--- src/rtl/svc_rv_wb_arb_pkg.sv ---
// rtl/svc_rv_wb_arb_pkg.sv - shared constants and types for the write-back arbiter
package svc_rv_wb_arb_pkg;

    localparam int REG_ADDR_W = 5;
    localparam int NUM_REGS   = 32;

    // Which producer owns the register-file write port this cycle.
    typedef enum logic [1:0] {
        WB_SRC_NONE = 2'd0,
        WB_SRC_PIPE = 2'd1,
        WB_SRC_MC   = 2'd2
    } wb_src_e;

    function automatic logic rd_is_x0(input logic [REG_ADDR_W-1:0] rd);
        return rd == '0;
    endfunction

endpackage

--- src/rtl/svc_rv_wb_scoreboard.sv ---
// rtl/svc_rv_wb_scoreboard.sv - busy bitmap, in-order rd FIFO and RAW hazard detect
module svc_rv_wb_scoreboard
    import svc_rv_wb_arb_pkg::*;
#(
    parameter int MAX_OUTSTANDING = 2
) (
    input  logic                  clk_i,
    input  logic                  rst_ni,
    input  logic                  issue_valid_i,
    input  logic [REG_ADDR_W-1:0] issue_rd_i,
    output logic                  issue_ready_o,
    input  logic                  mc_hs_i,
    input  logic [REG_ADDR_W-1:0] mc_rd_i,
    input  logic [REG_ADDR_W-1:0] rs1_i,
    input  logic [REG_ADDR_W-1:0] rs2_i,
    output logic                  hazard_o,
    output logic                  empty_o
);

    localparam int PTR_W = (MAX_OUTSTANDING > 1) ? $clog2(MAX_OUTSTANDING) : 1;
    localparam int CNT_W = $clog2(MAX_OUTSTANDING + 1);
    localparam logic [CNT_W-1:0] CNT_MAX  = CNT_W'(MAX_OUTSTANDING);
    localparam logic [PTR_W-1:0] PTR_LAST = PTR_W'(MAX_OUTSTANDING - 1);

    logic [NUM_REGS-1:0]   busy_q, busy_d;
    logic [CNT_W-1:0]      cnt_q, cnt_d;
    logic [PTR_W-1:0]      wr_ptr_q, wr_ptr_d, rd_ptr_q, rd_ptr_d;
    logic [REG_ADDR_W-1:0] fifo_q [MAX_OUTSTANDING];
    logic                  push, pop;

    assign issue_ready_o = rst_ni && !busy_q[issue_rd_i] && (cnt_q < CNT_MAX);
    assign push          = issue_valid_i && issue_ready_o;
    // A result with nothing outstanding is still consumed, it just never touches the FIFO.
    assign pop           = mc_hs_i && (cnt_q != '0);
    assign empty_o       = (cnt_q == '0);
    assign hazard_o      = (!rd_is_x0(rs1_i) && busy_q[rs1_i]) ||
                           (!rd_is_x0(rs2_i) && busy_q[rs2_i]);

    always_comb begin
        busy_d   = busy_q;
        cnt_d    = cnt_q;
        wr_ptr_d = wr_ptr_q;
        rd_ptr_d = rd_ptr_q;
        if (mc_hs_i && !rd_is_x0(mc_rd_i)) begin
            busy_d[mc_rd_i] = 1'b0;
        end
        if (push && !rd_is_x0(issue_rd_i)) begin
            busy_d[issue_rd_i] = 1'b1;
        end
        if (push) begin
            wr_ptr_d = (wr_ptr_q == PTR_LAST) ? '0 : wr_ptr_q + 1'b1;
        end
        if (pop) begin
            rd_ptr_d = (rd_ptr_q == PTR_LAST) ? '0 : rd_ptr_q + 1'b1;
        end
        case ({push, pop})
            2'b10:   cnt_d = cnt_q + 1'b1;
            2'b01:   cnt_d = cnt_q - 1'b1;
            default: cnt_d = cnt_q;
        endcase
    end

    always_ff @(posedge clk_i or negedge rst_ni) begin
        if (!rst_ni) begin
            busy_q   <= '0;
            cnt_q    <= '0;
            wr_ptr_q <= '0;
            rd_ptr_q <= '0;
        end else begin
            busy_q   <= busy_d;
            cnt_q    <= cnt_d;
            wr_ptr_q <= wr_ptr_d;
            rd_ptr_q <= rd_ptr_d;
        end
    end

    always_ff @(posedge clk_i) begin
        if (push) begin
            fifo_q[wr_ptr_q] <= issue_rd_i;
        end
    end

    // The multi-cycle unit must retire in issue order.
    assert property (@(posedge clk_i) disable iff (!rst_ni) pop |-> (fifo_q[rd_ptr_q] == mc_rd_i));

endmodule

--- src/rtl/svc_rv_wb_arb.sv ---
// rtl/svc_rv_wb_arb.sv - register-file write-port arbiter between pipeline WB and multi-cycle unit
module svc_rv_wb_arb
    import svc_rv_wb_arb_pkg::*;
#(
    parameter int XLEN            = 32,
    parameter int MAX_OUTSTANDING = 2,
    parameter int MAX_WAIT        = 4
) (
    input  logic                  clk,
    input  logic                  rst_n,
    input  logic                  pipe_we,
    input  logic [REG_ADDR_W-1:0] pipe_rd,
    input  logic [XLEN-1:0]       pipe_data,
    input  logic                  issue_valid,
    input  logic [REG_ADDR_W-1:0] issue_rd,
    output logic                  issue_ready,
    input  logic                  mc_valid,
    input  logic [REG_ADDR_W-1:0] mc_rd,
    input  logic [XLEN-1:0]       mc_data,
    output logic                  mc_ready,
    input  logic [REG_ADDR_W-1:0] rs1_id,
    input  logic [REG_ADDR_W-1:0] rs2_id,
    output logic                  hazard_id,
    output logic                  drain_req,
    output logic                  rf_we,
    output logic [REG_ADDR_W-1:0] rf_rd,
    output logic [XLEN-1:0]       rf_data,
    output logic                  idle
);

    localparam int WAIT_W = $clog2(MAX_WAIT + 1);
    localparam logic [WAIT_W-1:0] WAIT_MAX = WAIT_W'(MAX_WAIT);

    wb_src_e           src;
    logic              mc_hs;
    logic              sb_empty;
    logic [WAIT_W-1:0] wait_cnt_q, wait_cnt_d;
    logic              drain_q, drain_d;

    // Pipeline always wins; the multi-cycle unit only gets the port on pipeline bubbles.
    always_comb begin
        src     = WB_SRC_NONE;
        rf_rd   = '0;
        rf_data = '0;
        if (pipe_we) begin
            src     = WB_SRC_PIPE;
            rf_rd   = pipe_rd;
            rf_data = pipe_data;
        end else if (mc_valid) begin
            src     = WB_SRC_MC;
            rf_rd   = mc_rd;
            rf_data = mc_data;
        end
    end

    assign rf_we     = rst_n && (src != WB_SRC_NONE) && !rd_is_x0(rf_rd);
    assign mc_ready  = rst_n && !pipe_we;
    assign mc_hs     = mc_valid && mc_ready;
    assign drain_req = drain_q;
    assign idle      = sb_empty && !mc_valid;

    always_comb begin
        wait_cnt_d = '0;
        if (mc_valid && !mc_ready) begin
            wait_cnt_d = (wait_cnt_q == WAIT_MAX) ? wait_cnt_q : wait_cnt_q + 1'b1;
        end
        drain_d = (wait_cnt_d == WAIT_MAX);
    end

    always_ff @(posedge clk or negedge rst_n) begin
        if (!rst_n) begin
            wait_cnt_q <= '0;
            drain_q    <= 1'b0;
        end else begin
            wait_cnt_q <= wait_cnt_d;
            drain_q    <= drain_d;
        end
    end

    svc_rv_wb_scoreboard #(
        .MAX_OUTSTANDING(MAX_OUTSTANDING)
    ) u_sb (
        .clk_i        (clk),
        .rst_ni       (rst_n),
        .issue_valid_i(issue_valid),
        .issue_rd_i   (issue_rd),
        .issue_ready_o(issue_ready),
        .mc_hs_i      (mc_hs),
        .mc_rd_i      (mc_rd),
        .rs1_i        (rs1_id),
        .rs2_i        (rs2_id),
        .hazard_o     (hazard_id),
        .empty_o      (sb_empty)
    );

endmodule

--- config.mk ---
export PLATFORM = sky130hd
export DESIGN_NAME = svc_rv_wb_arb
export DESIGN_NICKNAME = d
export VERILOG_FILES = /design/src/rtl/svc_rv_wb_arb_pkg.sv /design/src/rtl/svc_rv_wb_scoreboard.sv /design/src/rtl/svc_rv_wb_arb.sv
export SDC_FILE = /design/constraint.sdc
export NUM_CORES = 1
export LEC_CHECK = 0
export ABC_AREA = 1
export CAP_MARGIN = 20
export CORE_ASPECT_RATIO = 2
export CORE_MARGIN = 3
export CORE_UTILIZATION = 49
export DETAILED_ROUTE_END_ITERATION = 10
export GPL_ROUTABILITY_DRIVEN = 0
export HOLD_SLACK_MARGIN = 0.06
export PLACE_DENSITY_LB_ADDON = 0.05
export SYNTH_ARGS = -nofsm -noshare
export SYNTH_HDL_FRONTEND = slang
export SYNTH_HIERARCHICAL = 1
export SYNTH_SLANG_ARGS = --single-unit
export TNS_END_PERCENT = 1
--- constraint.sdc ---
create_clock -name clk -period 4 [get_ports clk]
set_input_delay 0.8 -clock clk [delete_from_list [all_inputs] [get_ports clk]]
set_output_delay 0.8 -clock clk [all_outputs]
set_load 0.05 [all_outputs]
After elaboration in Yosys (flattened, before gate mapping)
Cells that the tools add are included.
- register bits: 38
- bits of input ports: 94
- output and inout bits: 43
- word-level logic and storage cells: 77
- add/subtract/negate cells: 3
- magnitude comparators: 7
- equal/unequal tests: 4
- muxes and demuxes: 21
- bitwise operators: 3
- reduce and logical (&&, ||, !) cells: 35
- operator list (cell ; count):
    two-way mux 32 bit ; 4
    bitwise AND 32 bit ; 1
    NOT 32 bit ; 1
    bitwise OR 32 bit ; 1
    zero test 5 bit ; 5
    less-than comparator 5 x 6 -> 1 bit, second input constant ; 4
    logical AND 1 bit ; 16
    binary-select mux 1 bit (select 5 bit) ; 3
    demux 1 bit (select 5 bit) ; 2
    greater-or-equal comparator 5 x 1 -> 1 bit, second input constant ; 2
    two-way mux 5 bit ; 2
    zero test 1 bit ; 9
    == test 3 bit, second input constant ; 2
    two-way mux 3 bit ; 2
    nonzero test 2 bit ; 3
    two-way mux 1 bit ; 5
    two-way mux 2 bit ; 2
    case mux 2 bit (2 select lines) ; 1
    adder 3 x 1 -> 3 bit, second input constant ; 1
    adder 2 x 1 -> 2 bit, second input constant ; 1
    == test 2 x 1 -> 1 bit, second input constant ; 1
    == test 2 bit, second input constant ; 1
    zero test 2 bit ; 1
    less-than comparator 2 bit, second input constant ; 1
    other kinds (2) ; 2

Depth between registers and ports, before layout
- word-level depth: 9
- gate-level depth with buffers: 17

Cells and area by module
The synthesis kept the hierarchy.
- by module, submodules not included (module ; instances ; cells each ; area an instance (um2) ; seq. area each (um2)):
    svc_rv_wb_scoreboard ; 1 ; 445 ; 2768.9 ; 850.8
    svc_rv_wb_arb ; 1 ; 100 ; 788.3 ; 100.1

Worst setup path after synthesis
OpenSTA, ideal clock, no wires.
- kind: input-to-output
- from: input port rs1_id[0]
- to: output port hazard_id
- arrival time: 2083 ps
- required time: 3200 ps
- slack: 1117 ps
- stages: 11
- buffers on the path: 2
- cells stage by stage: buf_2 > inv_1 > clkbuf_1 > nor2_1 > o21ai_0 > nand2_1 > nand3_1 > nand2_1 > nand2_1 > o21ai_0 > nand2_1
- word-level cells in the longest chain between the ends: 4
- RTL lines (what ; line ; source):
    start: declaration ; svc_rv_wb_arb.sv:21 ; input logic [REG_ADDR_W-1:0] rs1_id,
    binary-select mux 1 bit (select 5 bit) or zero test 5 bit (tied branches) ; svc_rv_wb_scoreboard.sv:36, svc_rv_wb_arb_pkg.sv:15 ;
    two-way mux 1 bit (not written as such) or zero test 1 bit (tied branches) ; svc_rv_wb_scoreboard.sv:36 ; assign hazard_o = (!rd_is_x0(rs1_i) && busy_q[rs1_i]) ||
    logical AND 1 bit * ; svc_rv_wb_scoreboard.sv:36 ;
    logical OR 1 bit * ; svc_rv_wb_scoreboard.sv:36 ;
    end: declaration ; svc_rv_wb_arb.sv:23 ; output logic hazard_id,
Every way passes the cells marked *; elsewhere a longest branch is shown, timed or not. The select of a mux whose other input is x is not followed.

Worst setup path after layout
- from: input port issue_rd[1]
- to: output port issue_ready
- word-level cells in the longest chain between the ends: 5
- RTL lines (what ; line ; source):
    start: declaration ; svc_rv_wb_arb.sv:15 ; input logic [REG_ADDR_W-1:0] issue_rd,
    binary-select mux 1 bit (select 5 bit) ; svc_rv_wb_scoreboard.sv:31 ; assign issue_ready_o = rst_ni && !busy_q[issue_rd_i] && (cnt_q < CNT_MAX);
    two-way mux 1 bit (not written as such) ; svc_rv_wb_scoreboard.sv:31 ;
    zero test 1 bit ; svc_rv_wb_scoreboard.sv:31 ;
    logical AND 1 bit (2 in series) ; svc_rv_wb_scoreboard.sv:31 ;
    end: declaration ; svc_rv_wb_arb.sv:16 ; output logic issue_ready,
No other way between the ends. The select of a mux whose other input is x is not followed.

==> flow_summary.json <==
{
  "drt-initial-drc-count": 496,
  "core_um2": 6994,
  "ff_latch_area_um2": 950.9,
  "num_antenna_cells": 0,
  "synth_nets": 642,
  "ctsRootBufferMaster": "clkbuf_16",
  "num_vias": 4421,
  "status": "completed",
  "area_growth_syn_to_layout_pct": 52.73,
  "drc": 0,
  "multi_input_area_um2": 2145,
  "cap_violations": 0,
  "min_path_type": "reg2reg",
  "rr_worst_depth": 12,
  "yosys_warnings": 6,
  "synth_top_area_share": 0.2673,
  "crit_arrival_ns": 2.84,
  "period_needed_ns": 3.644,
  "p_total_mw": 1.873,
  "crit_chain": "clkdlybuf4s50_1, nor2_1, nand2_1, nand2_1, nor2_1, nor2_1, nor2_1, nand3_2, inv_1, buf_12",
  "boundaryPins": 137,
  "synth.avg_cell_area_um2": 6.527,
  "period_share": 0.9110,
  "initial_core_util": 0.5086,
  "slew_headroom": 0.5889,
  "grt_pass1_vias": 4362,
  "grt_usage": 0.3225,
  "crit_path_start_kind": "input port",
  "numPortBuffers": 136,
  "crit_type": "in2out",
  "dr.pass1.iters": 5,
  "fin_ws_ns": 0.3561,
  "reg2reg_slack_ns": 1.90,
  "insertion_delay_ns": 0.28,
  "cp_slowest_cell": "clkdlybuf4s50_1",
  "rsz0062_at_grt": "no",
  "cts.sinks": 38,
  "grt_max_degree": 34,
  "ys_top_cells_by_count": "nand2_1 (124), o21ai_0 (75), nor2_1 (63)",
  "drt.antenna.violating_nets": 0,
  "final_layout_size_suffix_gt1_frac": 0.1649,
  "cpMostUsedCell": "nor2_1",
  "post_cts_buffers": 0,
  "cts_tree": "built",
  "setup-violations-final": 0,
  "grt_overflow": 0,
  "finalSetupTns_ns": 0,
  "synth-async-reset-ratio": 1.000,
  "place_ws_ns": 0.4381,
  "power_density_nw_per_um2": 344.8,
  "required_ns": 3.20,
  "yosys.area.top_type": "dfrtp_1",
  "wirelength_um": 13420,
  "ys_seq_area_frac": 0.2673,
  "n_fill_cell": 537,
  "antenna_found_initial": 0,
  "fin_nets": 764,
  "htreeDepth": 2,
  "cts_resized": 0,
  "grt_pass1_wl_um": 21250,
  "synthFlopType": "dfrtp_1",
  "viasPerCell": 5.840,
  "peakVddDrop_mv": 0.3406,
  "cts_hold_buf": 0,
  "ys_types": 29,
  "fmax_ghz": 0.2744,
  "dieArea_um2": 8380,
  "synth_area_leaders": "dfrtp_1 (27%), nand2_1 (13%), o21ai_0 (11%)",
  "synth_most_common_cell": "nand2_1",
  "worst_setup_path_end_kind": "output port",
  "numCtsBuffers": 5,
  "post_drt_wl_per_cell_um": 17.73,
  "hold_violations": 0,
  "hold_slack_ns": 0.4484,
  "cpPeakStageDelay_ns": 0.85,
  "min_path_cells": 0,
  "worst_pin_slew_ns": 0.6147,
  "syn-instance-count": 545,
  "skew_ns": 0.004457,
  "synth_edf_count": 0,
  "p_leak_nw": 2.551,
  "num_rows": 43,
  "cts_buffer_depth": 2,
  "dp_hpwl_um": 10500,
  "syn_area_um2": 3557,
  "slew_violations": 0,
  "clk_pin_slew_worst_paths_ns": 0.06,
  "ys_ff_latch": 38,
  "die_w_um": 66.25,
  "die_y_um": 126.5,
  "crit_fanout": 13
}
## cells by family (layout without fill, tap and decap cells)
logic type	after synthesis	after routing	synth area share
fa+ha+maj	3	3	0.01055
xor+xnor	4	4	0.009851
compound gates	136	136	0.2371
flops	38	38	0.2673
simple gates	273	273	0.3454
buf+inv	91	213	0.1298
## state kept, by name, indices dropped and copies added, names as in the netlist
register,cells
u_sb/cnt_q,2
u_sb/busy_q,32
drain_req,1
wait_cnt_q,3
## routing by layer
layer	GRT usage	vias up	share of wire
li1	-	2044	-
met1	0.3294	2000	0.33
met2	0.6028	311	0.54
met3	0.04606	66	0.077
met4	0.1677	0	0.052
met5	0	-	0
## cell type report
class / instances / share of cell area
Clock buffer: 6 / 0.02556
Multi-Input combinational cell: 416 / 0.3947
Sequential cell: 38 / 0.1750
Timing Repair Buffer: 143 / 0.3349
Clock inverter: 1 / 0.005527
Tap cell: 90 / 0.02073
Inverter: 63 / 0.04353
## placed cells by master, fill, tap and decap left out, drive strengths merged, types with 2 or more instances in the layout
| cell type | instances |
|---|---|
| a22o | 32 |
| nor2 | 71 |
| nand2 | 127 |
| dfrtp | 38 |
| buf | 49 |
| ha | 3 |
| clkbuf | 6 |
| xnor2 | 2 |
| nor3 | 8 |
| inv | 63 |
| nand3 | 64 |
| clkdlybuf4s50 | 94 |
| o21ai | 76 |
| nand4 | 3 |
| xor2 | 2 |
| a21oi | 26 |
## worst paths after layout
kind | to | start
worst max-delay path | issue_ready | issue_rd[1]
worst min-delay path | u_sb/busy_q[0] | u_sb/busy_q[0]
worst max register to register | u_sb/cnt_q[1] | u_sb/busy_q[2]
worst min register to register | u_sb/busy_q[0] | u_sb/busy_q[0]
max in group asynchronous | u_sb/busy_q[26] | rst_n
min in group asynchronous | u_sb/busy_q[2] | rst_n
## per-stage QoR
stage	instances	cell area (um^2)	util
2_1_floorplan	545	3557	-
3_3_place_gp	750	5264	0.7526
3_5_place_dp	750	5264	0.7526
4_1_cts	757	5433	0.7767
5_1_grt	757	5433	0.7767
6_report	757	5433	0.7767
## report_power, final
part	internal, mW	switching, mW
sequential	0.482	0.111
clock	0.307	0.145
combinational	0.370	0.458
total	1.16	0.714
## critical path: cells and delay by family
family	cells	cell delay [ns]
buffers and inverters	3	1.11
AND/OR/NAND/NOR	7	0.93
(Power assumes the default switching activity.)
